<file path="config.mk">
export PLATFORM = sky130hd
export DESIGN_NAME = sensor_conditioner
export DESIGN_NICKNAME = d
export VERILOG_FILES = /design/src/rtl/sensor_conditioner.sv
export SDC_FILE = /design/constraint.sdc
export NUM_CORES = 1
export LEC_CHECK = 0
export ABC_AREA = 1
export BUFFER_PORTS_ARGS = -buffer_cell sky130_fd_sc_hd__buf_2
export CORE_ASPECT_RATIO = 0.9
export CORE_MARGIN = 3
export CORE_UTILIZATION = 50
export CTS_BUF_LIST = sky130_fd_sc_hd__clkbuf_8
export CTS_CLUSTER_SIZE = 28
export DETAILED_ROUTE_END_ITERATION = 6
export GPL_TIMING_DRIVEN = 1
export PLACE_DENSITY = 0.72
export SETUP_SLACK_MARGIN = 0.1
export SLEW_MARGIN = 25
export SYNTH_ARGS = -nofsm -noshare
export SYNTH_HDL_FRONTEND = slang
export SYNTH_SLANG_ARGS = --single-unit
export TNS_END_PERCENT = 50
</file>
<file path="constraint.sdc">
create_clock -name clk_2 -period 2.1 [get_ports clk_2]
set_clock_uncertainty 0.2 [all_clocks]
set_input_delay 0.21 -clock clk_2 [delete_from_list [all_inputs] [get_ports clk_2]]
set_output_delay 0.21 -clock clk_2 [all_outputs]
set_load 0.03 [all_outputs]
</file>
<file path="src/rtl/sensor_conditioner.sv">
`default_nettype none
// ------------------------------------------------------------------------
// sensor_conditioner: 2-bit humidity sensor sync/debounce and latched alarm FSM
// Rev 1.0
// ------------------------------------------------------------------------
module sensor_conditioner #(
   parameter int DEBOUNCE_CYCLES = 3,
   parameter int ALARM_HOLD      = 4
) (
   input  logic       clk_2,
   input  logic       reset,
   input  logic [1:0] sensor_raw,
   input  logic       ack,
   output logic [1:0] status,
   output logic       status_valid,
   output logic       alarm,
   output logic [7:0] alarm_count,
   output logic [1:0] state
);

   typedef enum logic [1:0] {
      ST_NORMAL = 2'd0,
      ST_WARN   = 2'd1,
      ST_ALARM  = 2'd2,
      ST_ACKED  = 2'd3
   } state_t;

   localparam logic [7:0] C_DEB_LAST  = 8'(DEBOUNCE_CYCLES - 1);
   localparam logic [7:0] C_HOLD_LAST = 8'(ALARM_HOLD - 1);

   logic [1:0] r_sync1;
   logic [1:0] r_sync2;
   logic [1:0] r_stable;
   logic [1:0] w_take;
   logic       r_valid;

   always_ff @(posedge clk_2 or posedge reset) begin
      if (reset) begin
         r_sync1 <= 2'b00;
         r_sync2 <= 2'b00;
      end else begin
         r_sync1 <= sensor_raw;
         r_sync2 <= r_sync1;
      end
   end

   // Each bit flips only after DEBOUNCE_CYCLES consecutive mismatching edges.
   genvar gi;
   generate
      for (gi = 0; gi < 2; gi++) begin : g_debounce
         logic [7:0] r_cnt;
         logic       w_mis;

         assign w_mis      = r_sync2[gi] ^ r_stable[gi];
         assign w_take[gi] = w_mis && (r_cnt == C_DEB_LAST);

         always_ff @(posedge clk_2 or posedge reset) begin
            if (reset) begin
               r_cnt <= 8'd0;
            end else if (!w_mis || w_take[gi]) begin
               r_cnt <= 8'd0;
            end else begin
               r_cnt <= r_cnt + 8'd1;
            end
         end
      end
   endgenerate

   always_ff @(posedge clk_2 or posedge reset) begin
      if (reset) begin
         r_stable <= 2'b00;
         r_valid  <= 1'b0;
      end else begin
         r_stable <= (r_stable & ~w_take) | (r_sync2 & w_take);
         r_valid  <= |w_take;
      end
   end

   state_t     r_state;
   state_t     w_state_nxt;
   state_t     w_level_state;
   logic [7:0] r_hold;
   logic [7:0] w_hold_nxt;
   logic [7:0] r_alarm_cnt;
   logic [7:0] w_alarm_cnt_nxt;
   logic       r_alarm;
   logic       w_both;

   assign w_both        = &r_stable;
   assign w_level_state = (|r_stable) ? ST_WARN : ST_NORMAL;

   always_comb begin
      w_state_nxt     = ST_NORMAL;
      w_hold_nxt      = 8'd0;
      w_alarm_cnt_nxt = r_alarm_cnt;
      case (r_state)
         ST_NORMAL, ST_WARN: begin
            if (!w_both) begin
               w_state_nxt = w_level_state;
            end else if (r_hold == C_HOLD_LAST) begin
               w_state_nxt = ST_ALARM;
               if (r_alarm_cnt != 8'hFF) begin
                  w_alarm_cnt_nxt = r_alarm_cnt + 8'd1;
               end
            end else begin
               w_state_nxt = r_state;
               w_hold_nxt  = r_hold + 8'd1;
            end
         end
         ST_ALARM: begin
            if (ack) begin
               w_state_nxt = w_both ? ST_ACKED : w_level_state;
            end else begin
               w_state_nxt = ST_ALARM;
            end
         end
         ST_ACKED: begin
            w_state_nxt = w_both ? ST_ACKED : w_level_state;
         end
         default: begin
            w_state_nxt = ST_NORMAL;
         end
      endcase
   end

   always_ff @(posedge clk_2 or posedge reset) begin
      if (reset) begin
         r_state     <= ST_NORMAL;
         r_hold      <= 8'd0;
         r_alarm_cnt <= 8'd0;
         r_alarm     <= 1'b0;
      end else begin
         r_state     <= w_state_nxt;
         r_hold      <= w_hold_nxt;
         r_alarm_cnt <= w_alarm_cnt_nxt;
         r_alarm     <= (w_state_nxt == ST_ALARM);
      end
   end

   assign status       = r_stable;
   assign status_valid = r_valid;
   assign alarm        = r_alarm;
   assign alarm_count  = r_alarm_cnt;
   assign state        = r_state;

endmodule
`default_nettype wire

</file>
## Yosys cells after proc, flatten, opt, wreduce, memory -nomap -nowiden

Cells that the tools add are included.

| operators by class | value |
|---|---|
| muxes and demuxes | 11 |
| equal/unequal tests | 8 |
| reduce and logical (&&, ||, !) cells | 12 |
| bitwise gates (word level) | 6 |
| $add $sub $neg | 4 |

Operator list:

| operator | number |
|---|---|
| $mux W8 | 5 |
| $add A8 B1 Y8 const B | 4 |
| $eq A8 B2 Y1 const B | 3 |
| $mux W2 | 4 |
| $ne A8 B8 Y1 const B | 1 |
| $eq A2 B2 Y1 const B | 3 |
| $pmux W2 S3 | 1 |
| $reduce_or A2 Y1 | 3 |
| $reduce_and A5 Y1 | 1 |
| $and A2 B2 Y2 | 2 |
| $eq A2 B1 Y1 const B | 1 |
| $logic_and A1 B1 Y1 | 2 |
| $logic_not A1 Y1 | 2 |
| $logic_not A2 Y1 | 1 |
| $logic_or A1 B1 Y1 | 2 |
| $not A2 Y2 | 1 |
| $or A2 B2 Y2 | 1 |
| $reduce_and A2 Y1 | 1 |
| $xor A1 B1 Y1 | 2 |
| $mux W1 | 1 |

| word-level totals | value |
|---|---|
| input port bits | 5 |
| word-level logic and storage cells | 51 |
| output and inout bits | 14 |
| flip-flop bits (word level) | 42 |

## Depth between registers and ports, before layout

| logic depth | value |
|---|---|
| depth in word-level cells | 6 |
| gate-level depth with buffers | 8 |
| gate-level depth less buffers | 8 |

## Least setup slack after synthesis

Ideal clock, no wire load.

| path | value |
|---|---|
| path type | flip-flop to flip-flop |
| from | reg r_alarm_cnt[0] (netlist: alarm_count[0]) |
| to | reg r_alarm_cnt[2] (netlist: alarm_count[2]) |
| stages on the path, launching flop included | 9 |
| buffers on the path | 0 |
| arrival | 1315 ps |
| path slack | 468 ps |
| setup time | 117 ps |
| clock period less this slack | 1632 ps |
| required time | 1783 ps |
| path through | dfrtp_1 -> ha_1 -> inv_1 -> nor2_4 -> nand2_2 -> inv_2 -> nor2_8 -> nand3_1 -> nand2_1 |

| on the way | value |
|---|---|
| word-level cells in the longest chain between the ends | 2 |
| elaborated cells on any way between the ends | 3 |
| classes of those cells | add/sub (1); eq/ne (1); reduce/logical (1) |

Ends and longest elaborated chain:

| item | line | RTL |
|---|---|---|
| from (decl) | 84 | `logic [7:0] r_alarm_cnt;` |
| from (signal assigned) | 135 | `r_alarm_cnt <= w_alarm_cnt_nxt;` |
| branches (longest 2 deep; another with $add A8 B1 Y8) | n/a |  |

Parallel ways; which one is timed is not known.
A chain may end at the register's enable or synchronous reset.

## Final worst setup path

| path | value |
|---|---|
| from | reg r_alarm_cnt[0] (netlist: alarm_count[0]) |
| to | reg r_alarm_cnt[3] (netlist: alarm_count[3]) |

Same word-level chain as after synthesis.

==> results.sh <==
export IMPL_cts_buffers=5
export IMPL_cp_depth=7
export IMPL_synth_seq_cells=42
export IMPL_required_ps=2080
export IMPL_worstRegToRegCells=7
export IMPL_cts_resized=0
export IMPL_syn_nets=268
export IMPL_grt_pass1_wl_um=6650
export IMPL_synth_simple_area_share_pct=33.4
export IMPL_relSlewSlack_pct=65.2
export IMPL_overflow=0
export IMPL_finalSetupViolCount=0
export IMPL_cts_clk_slew_worst_paths_ps=80
export IMPL_vdd_drop_max_mv=0.553
export IMPL_cts_tree="yes"
export IMPL_r2r_start="alarm_count[0]"
export IMPL_min_from="ack"
export IMPL_synth_top_area_cell="dfrtp_1"
export IMPL_power_leakage_nw=1.25
export IMPL_synth_mux_area_share_pct=0
export IMPL_antenna_cells=0
export IMPL_timing_rr_end="alarm_count[3]"
export IMPL_min_path_cells=5
export IMPL_path_delay_family="simple AND/OR/NAND/NOR gates"
export IMPL_cp_arrival_ps=1600
export IMPL_finalMaxSlewViolations=0
export IMPL_hold_class="primary input to flip-flop"
export IMPL_worstSetupStartpointType="flip-flop"
export IMPL_clockBufferDepth=2
export IMPL_multiInputGateArea_um2=957
export IMPL_ys_warn_count=0
export IMPL_finalCritPeriodShare_pct=77.4
export IMPL_criticalPathCategory="flip-flop to flip-flop"
export IMPL_dp_hpwl_um=2710
export IMPL_wl_per_cell_um=11.1
export IMPL_synth_top_family_by_area="simple AND/OR/NAND/NOR gates"
export IMPL_crit_chain="ha_1, inv_1, nor2_4, nand2_2, nand4_2, nand2_1, nand2_1"
export IMPL_vias=1650
export IMPL_fill_cells=347
export IMPL_outcome="completed"
export IMPL_crit_top_cell="nand2_1"
export IMPL_cellPowerDensity_nw_per_um2=804
export IMPL_final_seq_area_um2=1050
export IMPL_row_count=21
export IMPL_antenna_found_initial=0
export IMPL_drtIter0Drc=73
export IMPL_grt_max_degree=43
export IMPL_synth_top_area_share_pct=48.8
export IMPL_layout_drive_gt1_share_pct=17.1
export IMPL_cts_hold_buf=3
export IMPL_rrSetupSlack_ps=470
export IMPL_grt_setup_unrepaired="false"
export IMPL_synth_area_top_cells="dfrtp_1 (49%), nand2_1 (10%), nor2_1 (6.1%), inv_1 (5.6%), nand3_1 (5.1%)"
export IMPL_avgSynthCellArea_um2=8.38
export IMPL_ys_types=28
export IMPL_io_buffers=18
export IMPL_antenna_left=0
export IMPL_die_area_um2=5130
export IMPL_syn_inst=257
export IMPL_min_period_ps=1630
export IMPL_synth_compound_area_share_pct=3.60
export IMPL_synth_xor_area_share_pct=4.01
export IMPL_final_util_pct=61.8
export IMPL_die_x_um=75.2
export IMPL_syn_area_um2=2150
export IMPL_worst_pin_slew_ps=522
export IMPL_holdPathEnd="state[0]"
export IMPL_maxCapViolations=0
export IMPL_viasPerCell=4.97
export IMPL_grt_pass1_vias=1534
export IMPL_synthAdderAreaFrac_pct=3.49
export IMPL_worst_path_buf_inv=1
export IMPL_start_util_pct=55.0
export IMPL_tns_ps=0
export IMPL_area_growth_pct=12.4
export IMPL_hold_violations=0
export IMPL_core_region_area_um2=3920
export IMPL_chipHeight_um=68.3
export IMPL_cpMaxStageDelayCell="dfrtp_1"
export IMPL_drc=0
export IMPL_clock_sinks=42
export IMPL_io_pins=19
export IMPL_seq_area_frac_synth_pct=48.8
export IMPL_clkLatencyLatePin_ps=290
export IMPL_end_kind="flip-flop"
export IMPL_first_pass_iters=4
export IMPL_post_cts_setup_buffers=0
export IMPL_fin_nets=296
export IMPL_cp_max_fo=8
export IMPL_globalplace_congestion=0.813
export IMPL_cpPeakStageDelay_ps=430
export IMPL_achievable_frequency_mhz=615
export IMPL_cts_root_buf="clkbuf_8"
export IMPL_grt_usage_pct=16.9
export IMPL_htree_levels=2
export IMPL_finalWirelength_um=3690
cells in the final DEF (no fill, tap or decap), types with 2 or more instances in the layout:
master,instances
nor3_1,5
nand2_2,5
dlygate4sd3_1,3
nand2_1,60
inv_1,33
clkinv_2,2
nand3b_1,2
ha_1,6
nor2_4,3
nand3_1,22
nor3_2,4
dfrtp_1,42
nand4_1,4
a21oi_1,9
clkbuf_8,5
nor2_1,35
inv_2,4
buf_2,18
nand2b_1,2
xor2_1,7
o21ai_0,4
cell usage after synthesis, drive strengths merged:
| master | instances |
|---|---|
| ha | 6 |
| dfrtp | 42 |
| o21bai | 1 |
| nand3b | 2 |
| nor2 | 39 |
| clkinv | 1 |
| nand4 | 5 |
| inv | 36 |
| xor2 | 8 |
| buf | 1 |
| nor3 | 9 |
| o21ai | 5 |
| a21oi | 9 |
| or2 | 1 |
| nand2 | 65 |
| xnor2 | 1 |
| nor3b | 1 |
| nand3 | 23 |
| nand2b | 2 |
worst reg2reg max path: cells and delay by family, from the launching register on:
family / cells / cell delay (ps)
and+or+nand+nor: 5 / 550
DFF: 1 / 430
adders and majority gates: 1 / 250
buffers and inverters: 1 / 100
worst max-delay path by stage:
stage / from / to / slack, ps
global route: alarm_count[0] / alarm_count[7] / 330
detailed placement: alarm_count[0] / alarm_count[3] / 460
finish: alarm_count[0] / alarm_count[3] / 470
CTS: alarm_count[0] / alarm_count[3] / 440
floorplan: alarm_count[0] / alarm_count[2] / 470
global placement: alarm_count[0] / alarm_count[0] / 510
sequential cells by signal, summed over array words and instances, names as in the netlist, named ones only:
signal            count
status_valid          1
state                 2
r_sync2               2
alarm                 1
r_sync1               2
r_hold                8
g_debounce.r_cnt     16
alarm_count           8
cells by family after synthesis:
kind of cell | after synthesis
and+or+nand+nor | 147
DFF | 42
buffers and inverters | 38
AOI/OAI and AO/OA | 15
xor gates and xnor gates | 9
adders and majority gates | 6
power by group:
part           leakage [nW]  switching (mW)  internal (mW)
combinational         0.633           0.306          0.152
clock                0.0493           0.275          0.230
sequential            0.567          0.0894          0.893
total                  1.25           0.670           1.27
routing by layer:
| metal | vias to the layer above | track usage [%] | wire [um] |
|---|---|---|---|
| li1 | 867 | - | - |
| met1 | 757 | 24.0 | 1880 |
| met2 | 24 | 26.1 | 1680 |
| met3 | 2 | 4.41 | 113 |
| met4 | 0 | 3.93 | 24 |
| met5 | - | 0 | 0 |
metrics by stage:
stage	hold slack [ps]	power, mW	setup WS (ps)	instances	area, um^2
floorplan	41.4	1.33	468	257	2150
CTS	78.5	1.97	445	332	2420
finish	90.0	1.94	474	332	2420
global placement	119	1.45	515	321	2300
global route	105	2.07	334	332	2420
detailed placement	119	1.46	460	321	2300
layout make-up:
| type | instances | share of cell area, % |
|---|---|---|
| clock inverter | 3 | 0.724 |
| sequential | 42 | 43.4 |
| inverter | 37 | 5.79 |
| multi-input combinational | 177 | 39.6 |
| tap | 46 | 2.38 |
| clock buffer | 5 | 2.84 |
| timing repair buffer | 22 | 5.27 |
Power figures use the tool's default switching activity.
